## src/rtl/ram_arb_pkg.sv

```systemverilog
// Shared types and the rotate-priority pick function for the RAM arbiter.
// Optional lock feature is selected by RAM_ARB_LOCK_EN in ram_sx_arb.
package ram_arb_pkg;

  localparam int unsigned CPortCntMax = 8;
  localparam int unsigned CIdxLen     = $clog2(CPortCntMax);
  localparam int unsigned CCntLen     = CIdxLen + 1;

  typedef enum logic {
    FREE   = 1'b0,
    LOCKED = 1'b1
  } arb_state_e;

  typedef struct packed {
    logic               found;
    logic [CIdxLen-1:0] idx;
  } rr_pick_t;

  // First requesting port scanning prio, prio+1, ... wrapping at cnt ports.
  function automatic rr_pick_t rr_pick(input logic [CPortCntMax-1:0] req,
                                       input logic [CIdxLen-1:0]     prio,
                                       input logic [CCntLen-1:0]     cnt);
    rr_pick_t           res;
    logic [CCntLen-1:0] pos;
    res = '0;
    for (int unsigned ofs = 0; ofs < CPortCntMax; ofs++) begin
      pos = CCntLen'(prio) + CCntLen'(ofs);
      if (pos >= cnt) pos = pos - cnt;
      if ((CCntLen'(ofs) < cnt) && !res.found && req[pos[CIdxLen-1:0]]) begin
        res.found = 1'b1;
        res.idx   = pos[CIdxLen-1:0];
      end
    end
    return res;
  endfunction

endpackage

```

## src/rtl/ram_arb_rr_pick.sv

```systemverilog
// Combinational rotate-priority picker: request vector + priority pointer
// to one-hot grant, grant index and a grant-present flag.
module ram_arb_rr_pick
  import ram_arb_pkg::*;
#(
  parameter int unsigned CPortCnt = 2
) (
  input  logic [CPortCnt-1:0] req,
  input  logic [CIdxLen-1:0]  prio,
  output logic [CPortCnt-1:0] gnt,
  output logic [CIdxLen-1:0]  idx,
  output logic                vld
);

  rr_pick_t pick;

  always_comb begin
    pick = rr_pick(CPortCntMax'(req), prio, CCntLen'(CPortCnt));
    vld  = pick.found;
    idx  = pick.idx;
    gnt  = pick.found ? (CPortCnt'(1) << pick.idx) : '0;
  end

endmodule

```

## src/rtl/ram_sx_arb.sv

```systemverilog
// Round-robin arbiter sharing one single-port synchronous RAM between CPortCnt ports.
// Define RAM_ARB_LOCK_EN to add ALock/AErrLock and the bounded ownership lock.
module ram_sx_arb
  import ram_arb_pkg::*;
#(
  parameter int unsigned CPortCnt = 2,
  parameter int unsigned CAddrLen = 13,
  parameter int unsigned CDataLen = 128,
  parameter int unsigned CLockMax = 16
) (
  input  logic                         AClkH,
  input  logic                         AResetHN,
  input  logic                         AClkHEn,
  input  logic [CPortCnt*CAddrLen-1:0] AReqAddr,
  input  logic [CPortCnt*CDataLen-1:0] AReqMosi,
  input  logic [CPortCnt-1:0]          AReqWr,
  input  logic [CPortCnt-1:0]          AReqRd,
  output logic [CPortCnt-1:0]          AGnt,
  output logic [CPortCnt-1:0]          ARdVld,
  output logic [CDataLen-1:0]          ARdData,
  output logic [CAddrLen-1:0]          AMemAddr,
  output logic [CDataLen-1:0]          AMemMosi,
  input  logic [CDataLen-1:0]          AMemMiso,
  output logic                         AMemWrEn,
  output logic                         AMemRdEn
`ifdef RAM_ARB_LOCK_EN
  ,
  input  logic [CPortCnt-1:0]          ALock,
  output logic                         AErrLock
`endif
);

  if ((CPortCnt < 2) || (CPortCnt > CPortCntMax) || (CLockMax < 2)) begin : g_bad_cfg
    $error("ram_sx_arb: unsupported CPortCnt/CLockMax");
  end

  logic [CPortCnt-1:0] req;
  logic [CPortCnt-1:0] elig;
  logic [CPortCnt-1:0] pick_gnt;
  logic [CIdxLen-1:0]  pick_idx;
  logic [CIdxLen-1:0]  prio_nxt;
  logic                pick_vld;
  logic                gnt_vld;
  logic [CIdxLen-1:0]  FPrio;
  logic [CPortCnt-1:0] FRdTag;

  assign req = AReqWr | AReqRd;

`ifdef RAM_ARB_LOCK_EN
  localparam int unsigned CLockCntLen = $clog2(CLockMax + 1);

  arb_state_e             FState;
  logic [CIdxLen-1:0]     FOwn;
  logic [CLockCntLen-1:0] FLockCnt;
  logic [CPortCnt-1:0]    own_oh;
  logic                   own_hold;
  logic                   lock_force;
  logic                   pick_lock;
  logic [CIdxLen-1:0]     own_nxt;

  // While the owner keeps ALock high only the owner may be granted.
  always_comb begin
    own_oh     = CPortCnt'(1) << FOwn;
    own_hold   = (FState == LOCKED) && (|(ALock & own_oh));
    lock_force = own_hold && (FLockCnt == CLockCntLen'(CLockMax - 1));
    elig       = own_hold ? (req & own_oh) : req;
    pick_lock  = |(ALock & pick_gnt);
    own_nxt    = (FOwn == CIdxLen'(CPortCnt - 1)) ? '0 : FOwn + CIdxLen'(1);
  end

  assign AErrLock = lock_force & AClkHEn & AResetHN;

  always_ff @(posedge AClkH or negedge AResetHN) begin
    if (!AResetHN) begin
      FState   <= FREE;
      FOwn     <= '0;
      FLockCnt <= '0;
    end else if (AClkHEn) begin
      case (FState)
        FREE: begin
          if (gnt_vld && pick_lock) begin
            FState   <= LOCKED;
            FOwn     <= pick_idx;
            FLockCnt <= '0;
          end
        end
        LOCKED: begin
          if (lock_force) begin
            FState   <= FREE;
            FLockCnt <= '0;
          end else if (own_hold) begin
            FLockCnt <= FLockCnt + CLockCntLen'(1);
          end else if (gnt_vld && pick_lock) begin
            FOwn     <= pick_idx;
            FLockCnt <= '0;
          end else begin
            FState <= FREE;
          end
        end
        default: FState <= FREE;
      endcase
    end
  end
`else
  assign elig = req;
`endif

  ram_arb_rr_pick #(
    .CPortCnt (CPortCnt)
  ) u_pick (
    .req  (elig),
    .prio (FPrio),
    .gnt  (pick_gnt),
    .idx  (pick_idx),
    .vld  (pick_vld)
  );

  assign gnt_vld  = pick_vld & AClkHEn & AResetHN;
  assign AGnt     = gnt_vld ? pick_gnt : '0;
  assign prio_nxt = (pick_idx == CIdxLen'(CPortCnt - 1)) ? '0 : pick_idx + CIdxLen'(1);
  assign ARdVld   = FRdTag;
  assign ARdData  = AMemMiso;

  // Forward the granted port's request to the RAM; idle drives zeros.
  always_comb begin
    AMemAddr = '0;
    AMemMosi = '0;
    AMemWrEn = 1'b0;
    AMemRdEn = 1'b0;
    for (int unsigned i = 0; i < CPortCnt; i++) begin
      if (AGnt[i]) begin
        AMemAddr = AReqAddr[i*CAddrLen +: CAddrLen];
        AMemMosi = AReqMosi[i*CDataLen +: CDataLen];
        AMemWrEn = AReqWr[i];
        AMemRdEn = AReqRd[i];
      end
    end
  end

  always_ff @(posedge AClkH or negedge AResetHN) begin
    if (!AResetHN) begin
      FPrio  <= '0;
      FRdTag <= '0;
    end else if (AClkHEn) begin
      FRdTag <= AGnt & AReqRd;
      if (gnt_vld) FPrio <= prio_nxt;
`ifdef RAM_ARB_LOCK_EN
      if (lock_force) FPrio <= own_nxt;
`endif
    end
  end

endmodule

```

## config.mk

```make
export PLATFORM = sky130hd
export DESIGN_NAME = ram_sx_arb
export DESIGN_NICKNAME = d
export VERILOG_FILES = /design/src/rtl/ram_arb_pkg.sv /design/src/rtl/ram_arb_rr_pick.sv /design/src/rtl/ram_sx_arb.sv
export SDC_FILE = /design/constraint.sdc
export NUM_CORES = 1
export LEC_CHECK = 0
export ABC_AREA = 1
export CAP_MARGIN = 30
export CORE_AREA = 2 2 272 274
export DETAILED_ROUTE_END_ITERATION = 8
export DIE_AREA = 0 0 274 276
export MAX_ROUTING_LAYER = met4
export PLACE_DENSITY = 0.3
export SYNTH_ARGS = -nofsm -noshare
export SYNTH_HDL_FRONTEND = slang
export SYNTH_SLANG_ARGS = --single-unit
```

## constraint.sdc

```tcl
create_clock -name AClkH -period 3.71 [get_ports AClkH]
set_input_delay 0.742 -clock AClkH [delete_from_list [all_inputs] [get_ports AClkH]]
set_output_delay 0.742 -clock AClkH [all_outputs]
set_load 0.005 [all_outputs]
```

After elaboration in Yosys (flattened, before gate mapping) --
Index checks and enable logic that the tools add are counted.
Word-level totals: output and inout bits 275, register bits 5, logic and storage cells 38, input bits 417
Operators by class: shifts and indexed selects 1, multiplexer cells 19, bitwise logic cells 4, equality and inequality tests 1, add/sub/neg operators 4, reductions and logical operators 3, $lt $le $gt $ge 4
Operators by type and width (number):
- two-way mux 128 bit | 2
- two-way mux 13 bit | 2
- two-way mux 3 bit | 3
- < comparator 3 x 4 -> 1 bit, second input constant | 2
- two-way mux 4 bit | 2
- binary-select mux 1 bit (select 3 bit) | 2
- two-way mux 1 bit | 6
- subtractor 3 x 2 -> 3 bit, second input constant | 2
- adder 3 x 1 -> 4 bit, second input constant | 1
- >= comparator 4 x 2 -> 1 bit, second input constant | 1
- two-way mux 2 bit | 2
- adder 3 x 1 -> 3 bit, second input constant | 1
- == test 3 x 1 -> 1 bit, second input constant | 1
- >= comparator 3 x 2 -> 1 bit, second input constant | 1
- << shifter 1 x 3 -> 2 bit, first input constant | 1
- bitwise AND 1 bit | 2
- bitwise AND 2 bit | 1
- bitwise OR 2 bit | 1
- AND reduction 2 bit | 1
- logical AND 1 bit | 1
- logical NOT 1 bit | 1

Depth between registers and ports, before layout --
Gate-level depths: netlist (run 1).
word-level depth 13, depth in mapped cells 15, gate-level depth less buffers 12

Hierarchy --
A second synthesis (run 1) with hierarchy kept.
Unflattened totals: cell total of the unflattened synthesis 958, area total of the unflattened synthesis 4384.2 um2
By module, submodules not included:
- ram_sx_arb | seq. area each 125.1 um2, cells an instance 910, instances 1, area each 4131.5 um2
- ram_arb_rr_pick | seq. area each 0.0 um2, cells an instance 48, instances 1, area each 252.7 um2

Worst setup path after synthesis (run 1) --
No wires, ideal clock.
kind register to output, from register FPrio[0], to output port AMemMosi[100], slack 1.210 ns, stages on the path, launching flop included 14, data arrival time 1.758 ns, path buffers 4, cells stage by stage dfrtp_1 buf_6 inv_2 ha_1 nor2_1 nand3_1 nand2_1 nand2_2 a21oi_2 buf_6 buf_6 buf_2 nand3_1 nand2_1
Between the ends: word-level cells in the longest chain between the ends 13
Ends and longest elaborated chain:
- from (decl) | RTL line ram_sx_arb.sv:44 | logic [CIdxLen-1:0] FPrio;
- from (signal assigned) | RTL line ram_sx_arb.sv:146 | if (gnt_vld) FPrio <= prio_nxt;
- branches (longest 7 deep; another with adder 3 x 1 -> 4 bit)
- two-way mux 4 bit * | RTL line ram_arb_pkg.sv:29 | if ((CCntLen'(ofs) < cnt) && !res.found && req[pos[CIdxLen-1:0]]) begin
- << shifter 1 x 3 -> 2 bit or bitwise AND 1 bit (tied branches) | RTL line ram_arb_rr_pick.sv:21, ram_sx_arb.sv:118
- two-way mux 2 bit or bitwise AND 1 bit (tied branches) | RTL line ram_arb_rr_pick.sv:21, ram_sx_arb.sv:118
- two-way mux 2 bit * | RTL line ram_sx_arb.sv:119 | assign AGnt = gnt_vld ? pick_gnt : '0;
- two-way mux 128 bit | RTL line ram_sx_arb.sv:131 | if (AGnt[i]) begin
- two-way mux 128 bit * | RTL line ram_sx_arb.sv:131
- to (decl) | RTL line ram_sx_arb.sv:22 | output logic [CDataLen-1:0] AMemMosi,
Mark *: on every way between the ends. The select of a mux whose other input is x is not followed.

Worst setup path in the final report (run 1) --
from input port AReqWr[1], to output port AMemMosi[74]
Between the ends: word-level cells in the longest chain between the ends 12
Ends and longest elaborated chain:
- from (decl) | RTL line ram_sx_arb.sv:16 | input logic [CPortCnt-1:0] AReqWr,
- bitwise OR 2 bit * | RTL line ram_sx_arb.sv:47 | assign req = AReqWr | AReqRd;
- binary-select mux 1 bit (select 3 bit) | RTL line ram_arb_pkg.sv:29
- two-way mux 1 bit (not written as such) | RTL line ram_arb_pkg.sv:29
- two-way mux 4 bit | RTL line ram_arb_pkg.sv:29
- logical NOT 1 bit | RTL line ram_arb_pkg.sv:29
- logical AND 1 bit | RTL line ram_arb_pkg.sv:29
- two-way mux 4 bit * | RTL line ram_arb_pkg.sv:29
- << shifter 1 x 3 -> 2 bit or bitwise AND 1 bit (tied branches) | RTL line ram_arb_rr_pick.sv:21, ram_sx_arb.sv:118
- two-way mux 2 bit or bitwise AND 1 bit (tied branches) | RTL line ram_arb_rr_pick.sv:21, ram_sx_arb.sv:118
- two-way mux 2 bit * | RTL line ram_sx_arb.sv:119
- two-way mux 128 bit | RTL line ram_sx_arb.sv:131
- two-way mux 128 bit * | RTL line ram_sx_arb.sv:131
Every way passes the cells marked *; elsewhere a longest branch is shown, timed or not. The select of a mux whose other input is x is not followed.

==> key figures, run 1 <==
Worst setup path
  • Crit path depth: 13
  • Buffers & Inverters on Critical Path: 5
  • CP startpoint kind: primary input
  • Critical path origin: AReqWr[1]
  • WP data required: 2.97 ns
  • Crit-path cells: dlygate4sd2_1 > nor2_1 > nand2_1 > nand3_1 > nor2_2 > nand3_2 > nand2_8 > buf_4 > buf_12 > buf_12 > nand3_1 > nand2_2 > clkdlybuf4s50_1
  • Worst reg-to-reg path cell count: 13
  • Crit Path Category: primary input to output pin
  • Crit. End Element: output pin
  • CP max stage delay: 0.50 ns
  • CP max FO: 14
  • CP arrival: 2.81 ns
  • Reg2reg end: FPrio[0]
  • CP endpoint: AMemMosi[74]
  • Slack of the worst reg-to-reg path: 1.55 ns
  • Top cell family by delay on the critical path: buffers and inverters
  • Critical path's slowest cell: clkdlybuf4s50_1
  • FF-to-FF Start: FPrio[0]

Synthesis
  • Asr flop ratio synth: 1.00
  • Top cells by count, synth: nand3_1, nand2_1, buf_4
  • Post-synthesis xor/xnor area fraction: 0
  • Sequential share of the synthesized area: 0.0330
  • EDFF count, synth: 0
  • Top-count cell post-synth: nand3_1
  • Largest area contributor in the netlist: nand3_1
  • Synth area leaders: nand3_1, buf_4, nand2_1
  • Mapped Cells: 687
  • Synth Net Count: 1,109
  • Adder-cell share of the synthesized area: 0.0165
  • Syn_area_per_cell: 5.51 µm²
  • Post-synthesis compound-gate area fraction: 0.00859
  • Yosys cell types: 16
  • Post-Syn Area: 3790 µm²
  • Yosys top cell area share: 0.387
  • Synth Area in Simple Gates: 0.568
  • Post-synth top flop: dfrtp_1
  • Synthesized flop and latch total: 5
  • Main combinational cell family by area after synthesis: simple AND/OR/NAND/NOR gates
  • YS warnings: 0
  • Portion of netlist area occupied by mux cells: 0

Detailed routing
  • DR vias/cell: 2.95
  • Detail Route Antenna Nets: 0
  • Wire length per cell: 15.1 µm
  • DRC: 0
  • 1st-pass router iterations: 5
  • DR vias: 5,904
  • Starting DRT DRC Count: 228
  • Final wirelength: 30,200 µm

Clock network
  • CTS tree: built
  • CTS Buf Count: 3
  • Reg clk slew, reported paths: 0.03 ns
  • CTS sink cnt: 5
  • Hold-fix buffers, CTS: 0
  • CTS root buf: clkbuf_16
  • CTS H-Tree Depth: 1
  • Clk buf depth: 2
  • Worst skew pair latency: 0.22 ns

Global route
  • Initial antenna violation count: 5
  • Number of global-route vias before repair: 6,127
  • Largest net degree at the start of global routing: 33
  • Global-route wire length before repair: 41,400 µm
  • Overall Global Routing Usage: 0.0761
  • Overflow after GRT: 0

Die
  • Core area: 72,600 µm²
  • FP Rows: 99
  • IO Pins: 692
  • Starting density of the core: 0.0522
  • Die Wd: 274 µm
  • Die height: 276 µm
  • Die ar.: 75,600 µm²

STA
  • Highest clock rate: 0.282 GHz
  • Relative max-transition margin: 0.850
  • Max Slew Vio Count: 0
  • Setup violators final: 0
  • Setup Skew: 0.00257 ns
  • Endpoints failing hold: 0
  • Min Tclk post-route: 3.55 ns
  • Setup TNS: 0 ns
  • Least-Margin Pin Slew: 0.225 ns
  • Final Cycle Share: 0.957
  • Final Hold Slack: 0.481 ns

Placed design
  • Post-detail-place hpwl: 23,800 µm
  • GP Congestion: 0.807
  • Placed cell count: 1,970
  • IO Port Bufs: 435

Cells and area
  • Multi-input gate area: 2310 µm²
  • Register Area: 129 µm²
  • Fillers: 8,417
  • Share of layout cells above drive strength 1: 0.122
  • Layout Nets: 1,461
  • Filler-free cell count of the finished design: 1,998
  • Area Growth Syn to Fin: 150%

Power and ir drop
  • Power Total: 0.559 mW
  • Maximum VDD drop: 104 µV
  • Pwr/cell area: 59.0 nW/µm²
  • Leakage power: 3.87 nW

Run
  • Max_cap viols: 0

Run status
  • Status: completed

Min path
  • Worst Min Path Start: ARdVld[0]
  • HP Class: flip-flop to flip-flop
==> worst reg2reg max path, delay by kind of cell, from the launching register on <==
family / cells / cell delay [ns]
adder cells (fa/ha/maj): 1 / 0.23
buffers and inverters: 3 / 0.48
flip-flops: 1 / 0.44
AND/OR/NAND/NOR: 9 / 0.89
==> worst min path at each step <==
stage	end	slack (ns)	depth (start not counted)
after floorplan	ARdVld[0]	0.45	0
after global placement	ARdVld[1]	0.47	2
after detailed placement	ARdVld[0]	0.48	2
after CTS	ARdVld[0]	0.49	2
after global routing	ARdVld[0]	0.53	2
final	ARdVld[0]	0.48	2
==> per-layer routing <==
| metal | global-route usage | wire [µm] | vias to the layer above |
|---|---|---|---|
| met1 | 0.0836 | 11500 | 2615 |
| met5 | - | 0 | - |
| met3 | 0.0195 | 2710 | 96 |
| li1 | - | - | 2879 |
| met2 | 0.129 | 14500 | 314 |
| met4 | 0.0341 | 1500 | 0 |
==> placed cells by master (no fill, tap or decap), types with 4 or more instances in the layout <==
master,netlist,final
nand3_1,293,291
nor2_1,9,8
buf_12,0,21
ha_1,5,4
inv_1,7,6
buf_4,154,65
clkbuf_16,0,4
nand2_1,164,161
buf_16,0,5
clkdlybuf4s50_1,0,429
bufbuf_16,0,8
==> power breakdown <==
group	total [mW]	internal [mW]	switching, mW	leakage, nW
Clock	0.174	0.142	0.0322	0.0382
Combinational	0.330	0.267	0.0631	3.77
Sequential	0.0549	0.0549	0	0.0571
==> per-stage QoR <==
step           setup slack (ns)  utilization  cell area, µm²
2_1_floorplan              1.21            -            3790
3_3_place_gp            -0.0772        0.121            8790
3_5_place_dp             -0.111        0.121            8790
4_1_cts                 0.00623        0.128            9300
5_1_grt                 -0.0153        0.131            9480
6_report                  0.158        0.131            9480
==> area by class of cell <==
cell class,count,area share
timing repair buffer,538,0.603
multi-input combinational,481,0.244
tap,959,0.127
sequential,5,0.0136
clock buffer,4,0.00832
inverter,10,0.00422
antenna,1,0.000264
==> flip-flops by register name, indices dropped and copies added (netlist names) <==
name / flops
ARdVld: 2
FPrio: 3
==> cell families (layout without fill, tap and decap cells) <==
group,after synthesis,count (layout)
AO/OA/AOI/OAI,5,5
adder cells (fa/ha/maj),5,5
buffers and inverters,201,552
flip-flops,5,5
other,0,1
AND/OR/NAND/NOR,471,471
==> repair_timing <==
action,CTS,global route
pin swaps,2,4
buffers inserted,5,7
endpoints found under the setup margin,118,134
gates resized for setup,12,19
gates cloned,10,1
Note: power is estimated with default switching activity, not from simulation.
==> run 2, diff against run 1 <==
--- a/config.mk
+++ b/config.mk
@@ -8,9 +8,9 @@
 export ABC_AREA = 1
 export CAP_MARGIN = 30
 export CORE_AREA = 2 2 272 274
+export CTS_CLUSTER_DIAMETER = 200
 export DETAILED_ROUTE_END_ITERATION = 8
 export DIE_AREA = 0 0 274 276
-export MAX_ROUTING_LAYER = met4
 export PLACE_DENSITY = 0.3
 export SYNTH_ARGS = -nofsm -noshare
 export SYNTH_HDL_FRONTEND = slang
==> constraint.sdc (replaced) <==
create_clock -name AClkH -period 3.71 [get_ports AClkH]
set_input_delay 0.742 -clock AClkH [delete_from_list [all_inputs] [get_ports AClkH]]
set_output_delay 0.742 -clock AClkH [all_outputs]
set_load 0.1 [all_outputs]
==> run 2 against run 1 <==
Compared with the run above: non-clock buffer count fell by 46; count of clock-buffer cells in the layout did not move; wire length decreased by 2.8%; power is 0.10% lower; clock skew down 0.00088 ns; clock power about the same; global-route usage fell by 0.45 points; hold slack better by 0.013 ns; register-to-register slack lost 0.17 ns; sequential power is essentially flat; sequential cell count did not move; largest power group unchanged.
==> key figures, run 2 (synthesis gave the netlist of run 1 again) <==
Cells and area
  • Finished Cell Area: 10,200 µm² (+7.2%)
  • Max FFs per register: 3 (unchanged)
  • Share of layout cells above drive strength 1: 0.218 (+0.0954)
  • Ant diodes: 0 (-1)
  • Area Growth Syn to Fin: 168%
  • Most common cell after layout, fill and taps aside: nand3_1
  • Commonest cells after routing, fill and taps aside: nand3_1, clkdlybuf4s50_1, nand2_1
  • Fillers: 8,316 (-1.2%)
  • Register Area: 125 µm² (-2.9%)
  • Multi-input gate area: 2260 µm² (-2.0%)
  • Register bank with the most flops: FPrio
  • Layout Nets: 1,415 (-3.1%)

Clock network
  • Hold-fix buffers, CTS: 0 (unchanged)
  • CTS tree: built
  • Clk buf depth: 2 (unchanged)
  • Worst skew pair latency: 0.23 ns (about the same)
  • Reg clk slew, reported paths: 0.03 ns (about the same)
  • CTS sink cnt: 5 (unchanged)
  • CTS H-Tree Depth: 1 (unchanged)
  • CTS root buf: clkbuf_16
  • CTS Buf Count: 3 (unchanged)

Placed design
  • IO Port Bufs: 435 (unchanged)
  • Area after DPL: 10,000 µm² (+14%)
  • GP Congestion: 0.737 (-8.7%)
  • Post-detail-place hpwl: 25,300 µm (+6.2%)

Detailed routing
  • DR vias/cell: 2.94 (-0.63%)
  • 1st-pass router iterations: 4 (-1)
  • DRC: 0 (unchanged)
  • DR vias: 5,729 (-3.0%)
  • Wire length per cell: 15.0 µm (-0.46%)
  • Detail Route Antenna Nets: 0 (unchanged)
  • Starting DRT DRC Count: 231 (+1.3%)
  • Final wirelength: 29,300 µm (-2.8%)

Global route
  • Initial antenna violation count: 3 (-2)
  • Overall Global Routing Usage: 0.0717 (-0.00445)
  • Largest net degree at the start of global routing: 50 (+52%)
  • Overflow after GRT: 0 (unchanged)
  • Number of global-route vias before repair: 5,929 (-3.2%)
  • Global-route wire length before repair: 40,900 µm (-1.3%)

STA
  • Setup TNS: 0 ns (unchanged)
  • RSZ-0062 raised after global routing: no
  • Final Hold Slack: 0.494 ns (+0.0133 ns)
  • Setup violators final: 0 (unchanged)
  • Least-Margin Pin Slew: 0.410 ns (+0.185 ns)
  • Relative max-transition margin: 0.727 (-0.123)
  • Highest clock rate: 0.277 GHz (-1.5%)
  • Max Slew Vio Count: 0 (unchanged)
  • Endpoints failing hold: 0 (unchanged)
  • Final Cycle Share: 0.972 (+0.0143)
  • Setup Skew: 0.00168 ns (-0.000885 ns)
  • Min Tclk post-route: 3.60 ns (+0.0529 ns)

Die
  • FP Rows: 99 (unchanged)
  • Die height: 276 µm (unchanged)
  • Die ar.: 75,600 µm² (unchanged)
  • Core area: 72,600 µm² (unchanged)
  • Die Wd: 274 µm (unchanged)
  • IO Pins: 692 (unchanged)
  • Starting density of the core: 0.0522 (unchanged)

Power and ir drop
  • Pwr/cell area: 55.0 nW/µm² (-6.8%)
  • Leakage power: 4.12 nW (+6.6%)
  • Maximum VDD drop: 135 µV (+29%)
  • Power Total: 0.559 mW (-0.10%)

Worst setup path
  • Crit Path Category: primary input to output pin
  • WP data required: 2.97 ns (about the same)
  • Reg2reg end: FPrio[0]
  • Worst reg-to-reg path cell count: 12 (-1)
  • FF-to-FF Start: FPrio[0]
  • CP startpoint kind: primary input
  • CP arrival: 2.86 ns (+0.05 ns)
  • CP max FO: 31 (+17)
  • Crit. End Element: output pin
  • Slack of the worst reg-to-reg path: 1.38 ns (-0.17 ns)

Run
  • Max_cap viols: 0 (unchanged)

Min path
  • WHS Path Cells: 2 (unchanged)
  • Hold Crit Endpoint: ARdVld[0]
  • Worst Min Path Start: ARdVld[0]
  • HP Class: flip-flop to flip-flop

Run status
  • Status: completed
run 2: report_power, final:
group / total, mW / switching, mW / internal, mW
clock network: 0.177 / 0.0343 / 0.142
logic: 0.327 / 0.0612 / 0.266
registers: 0.0549 / 0 / 0.0549
total: 0.559 / 0.0955 / 0.463
run 2: stage by stage:
step / std cells / utilization / setup slack, ns
floorplan: 687 / - / 0.238
global placement: 1944 / 0.138 / 0.137
detailed placement: 1945 / 0.138 / 0.125
CTS: 1949 / 0.139 / 0.122
global route: 1951 / 0.140 / 0.000512
finish: 1951 / 0.140 / 0.105
run 2: worst max-delay path by stage:
stage	cells past startpoint	endpoint	start	slack (ns)
floorplan	11	AGnt[1]	FPrio[0]	0.24
global placement	10	AMemMosi[4]	AReqWr[0]	0.14
detailed placement	10	AMemMosi[4]	AReqWr[0]	0.13
CTS	10	AMemMosi[4]	AReqWr[0]	0.12
global route	12	AMemMosi[62]	AReqRd[0]	0.0005
finish	10	AMemMosi[60]	AReqRd[0]	0.11
run 2: final cells by class:
type / count / area share
clock buffers: 4 / 0.00776
inverters: 10 / 0.00369
multi-input cells: 481 / 0.223
flip-flops and latches: 5 / 0.0123
well taps: 959 / 0.118
repair buffers: 492 / 0.635
run 2: timing repair:
item / CTS / global route
endpoints found under the setup margin: 0 / 3
endpoints found under the hold margin: 0 / 0
setup buffers: 0 / 1
gates resized for setup: 0 / 2
run 2: worst max-delay path, cell delays in order:
cell and delay (ns):
clkdlybuf4s50_1 0.52, nor2_1 0.08, o21ai_2 0.16, nand2_2 0.13
a21oi_4 0.23, buf_12 0.24, buf_4 0.24, nand3_1 0.13
nand2_1 0.15, buf_12 0.18
run 2: layer usage:
metal / up-vias / wire, µm / global-route usage
met2: 298 / 14300 / 0.127
met3: 92 / 2820 / 0.0238
met1: 2560 / 10600 / 0.0757
met4: 0 / 1580 / 0.0350
li1: 2779 / - / -
met5: - / 0 / 0
==> run 3, diff against run 2 <==
==> constraint.sdc (replaced) <==
create_clock -name AClkH -period 3.71 [get_ports AClkH]
set_input_delay 0.5565 -clock AClkH [delete_from_list [all_inputs] [get_ports AClkH]]
set_output_delay 0.5565 -clock AClkH [all_outputs]
set_load 0.1 [all_outputs]
==> run 3 against run 2 <==
Compared with the run above: global-route usage down 0.11 points; fmax up 8.2%; register-to-register slack better by 0.14 ns; wire length down 3.1%; sequential power about the same; cell count down 1.1%; via count down 1.7%; count of clock-buffer cells in the layout unchanged; critical path depth up 2; die area unchanged; clock power about the same; critical endpoint is now AMemMosi[78].
==> key figures, run 3 (synthesis gave the netlist of run 1 again) <==
Run status
  • Status: completed

Die
  • Die ar.: 75,600 µm² (unchanged)
  • IO Pins: 692 (unchanged)
  • Starting density of the core: 0.0522 (unchanged)
  • FP Rows: 99 (unchanged)
  • Die Wd: 274 µm (unchanged)
  • Die height: 276 µm (unchanged)
  • Core area: 72,600 µm² (unchanged)

Placed design
  • IO Port Bufs: 435 (unchanged)
  • Post-detail-place hpwl: 24,500 µm (-2.9%)
  • GP Congestion: 0.749 (+1.7%)

Detailed routing
  • 1st-pass router iterations: 4 (unchanged)
  • DR vias/cell: 2.92 (-0.54%)
  • Wire length per cell: 14.7 µm (-2.0%)
  • DR vias: 5,634 (-1.7%)
  • DRC: 0 (unchanged)
  • Final wirelength: 28,400 µm (-3.1%)
  • Starting DRT DRC Count: 210 (-9.1%)
  • Detail Route Antenna Nets: 0 (unchanged)

Clock network
  • CTS root buf: clkbuf_16
  • Resize count post-CTS: 0 (unchanged)
  • Setup Buffers After CTS: 0 (unchanged)
  • CTS H-Tree Depth: 1 (unchanged)
  • Hold-fix buffers, CTS: 0 (unchanged)
  • Clk buf depth: 2 (unchanged)
  • CTS Buf Count: 3 (unchanged)
  • CTS tree: built
  • Reg clk slew, reported paths: 0.03 ns (about the same)
  • CTS sink cnt: 5 (unchanged)
  • Worst skew pair latency: 0.22 ns (about the same)

Worst setup path
  • CP startpoint kind: flip-flop
  • CP arrival: 2.78 ns (-0.08 ns)
  • Critical path origin: FPrio[0]
  • Reg2reg end: ARdVld[0]
  • Slack of the worst reg-to-reg path: 1.52 ns (+0.14 ns)
  • CP max FO: 59 (+90%)
  • CP endpoint: AMemMosi[78]
  • Crit Path Category: flip-flop to output pin
  • FF-to-FF Start: FPrio[0]
  • Worst reg-to-reg path cell count: 10 (-2)
  • WP data required: 3.15 ns (+0.18 ns)
  • Crit. End Element: output pin

Power and ir drop
  • Leakage power: 4.00 nW (-3.0%)
  • Combinational share of power: 0.587 (about the same)
  • Clock network power share: 0.315 (about the same)
  • Power Total: 0.560 mW (+0.16%)
  • Pint: 0.463 mW (about the same)
  • Pwr/cell area: 56.3 nW/µm² (+2.4%)
  • Maximum VDD drop: 134 µV (-0.86%)
  • Switching Fraction: 0.172 (+0.00120)
  • Sequential share of power: 0.098 (about the same)
  • Psw: 0.0963 mW (+0.87%)

STA
  • Highest clock rate: 0.300 GHz (+8.2%)
  • Final Cycle Share: 0.898 (-0.0733)
  • RSZ-0062 raised after global routing: no
  • Max Slew Vio Count: 0 (unchanged)
  • Least-Margin Pin Slew: 0.400 ns (-0.00989 ns)
  • Endpoints failing hold: 0 (unchanged)
  • Min Tclk post-route: 3.33 ns (-0.272 ns)
  • Setup Skew: 0.000406 ns (-0.00127 ns)
  • Setup TNS: 0 ns (unchanged)
  • Setup violators final: 0 (unchanged)
  • Relative max-transition margin: 0.732 (+0.00561)

Global route
  • Number of global-route vias before repair: 5,823 (-1.8%)
  • Largest net degree at the start of global routing: 64 (+28%)
  • Overall Global Routing Usage: 0.0706 (-0.00111)
  • Overflow after GRT: 0 (unchanged)
  • Global-route wire length before repair: 40,200 µm (-1.6%)
  • Initial antenna violation count: 3 (unchanged)

Cells and area
  • Register bank with the most flops: FPrio
  • Most common cell after layout, fill and taps aside: nand3_1
  • Share of layout cells above drive strength 1: 0.199 (-0.0188)
  • Max FFs per register: 3 (unchanged)
  • Ant diodes: 0 (unchanged)
  • Commonest cells after routing, fill and taps aside: nand3_1, clkdlybuf4s50_1, nand2_1
  • Multi-input gate area: 2260 µm² (unchanged)
  • Layout Nets: 1,393 (-1.6%)
  • Fillers: 8,362 (+0.55%)
  • Register Area: 125 µm² (unchanged)
  • Area Growth Syn to Fin: 162%

Run
  • Max_cap viols: 0 (unchanged)

Min path
  • HP Class: flip-flop to flip-flop
## run 3: cell types whose count changed in the layout (fill, tap and decap cells not counted), sizes merged
cell	before	now
buf	202	180
clkbuf	5	4
clkdlybuf4s50	289	290
## run 3: area by class of cell
cell class                      instances  area share
Clock buffer                            4     0.00793
Timing Repair Buffer                  470       0.627
Inverter                               10     0.00378
Sequential cell                         5      0.0126
Tap cell                              959       0.121
Multi-Input combinational cell        481       0.228
## run 3: through the flow
step,cell area [µm²],worst slack [ns],hold WS [ns],std cells,utilization
6_report,9940,0.377,0.489,1929,0.137
5_1_grt,9940,0.116,0.533,1929,0.137
4_1_cts,9940,0.312,0.493,1929,0.137
3_5_place_dp,9860,0.440,0.484,1925,0.136
3_3_place_gp,9800,0.454,0.481,1923,0.135
2_1_floorplan,3790,0.423,0.261,687,-
## run 3: power groups by stage
stage	Clock [mW]	Sequential, mW	Combinational (mW)
floorplan	0	0.0555	0.655
global placement	0	0.0555	0.329
detailed placement	0	0.0555	0.330
CTS	0.179	0.0549	0.332
global route	0.185	0.0548	0.347
finish	0.176	0.0549	0.329
## run 3: routing by layer
metal,vias up,part of all wire,track usage
li1,2731,-,-
met1,2514,0.33,0.0689
met2,299,0.51,0.129
met3,86,0.12,0.0298
met4,4,0.046,0.0298
met5,-,0.00081,0
## run 3: how the worst min path moves through the flow
stage | start | slack, ns | end | depth (start not counted)
global placement | ARdVld[0] | 0.48 | ARdVld[0] | 2
floorplan | AResetHN | 0.26 | ARdVld[0] | 0
global route | ARdVld[0] | 0.53 | ARdVld[0] | 2
finish | ARdVld[0] | 0.49 | ARdVld[0] | 2
CTS | ARdVld[1] | 0.49 | ARdVld[1] | 2
detailed placement | ARdVld[1] | 0.48 | ARdVld[1] | 2
## run 3: worst max-delay path, cell delays in order (launching register included)
cell and delay, ns:
dfrtp_1 0.57, inv_2 0.12, ha_1 0.24, nor2_1 0.11
nand3_1 0.07, nand2_1 0.10, nand2_2 0.10, a21oi_4 0.21
buf_12 0.27, buf_4 0.23, nand3_1 0.08, nand2_1 0.16
buf_12 0.19
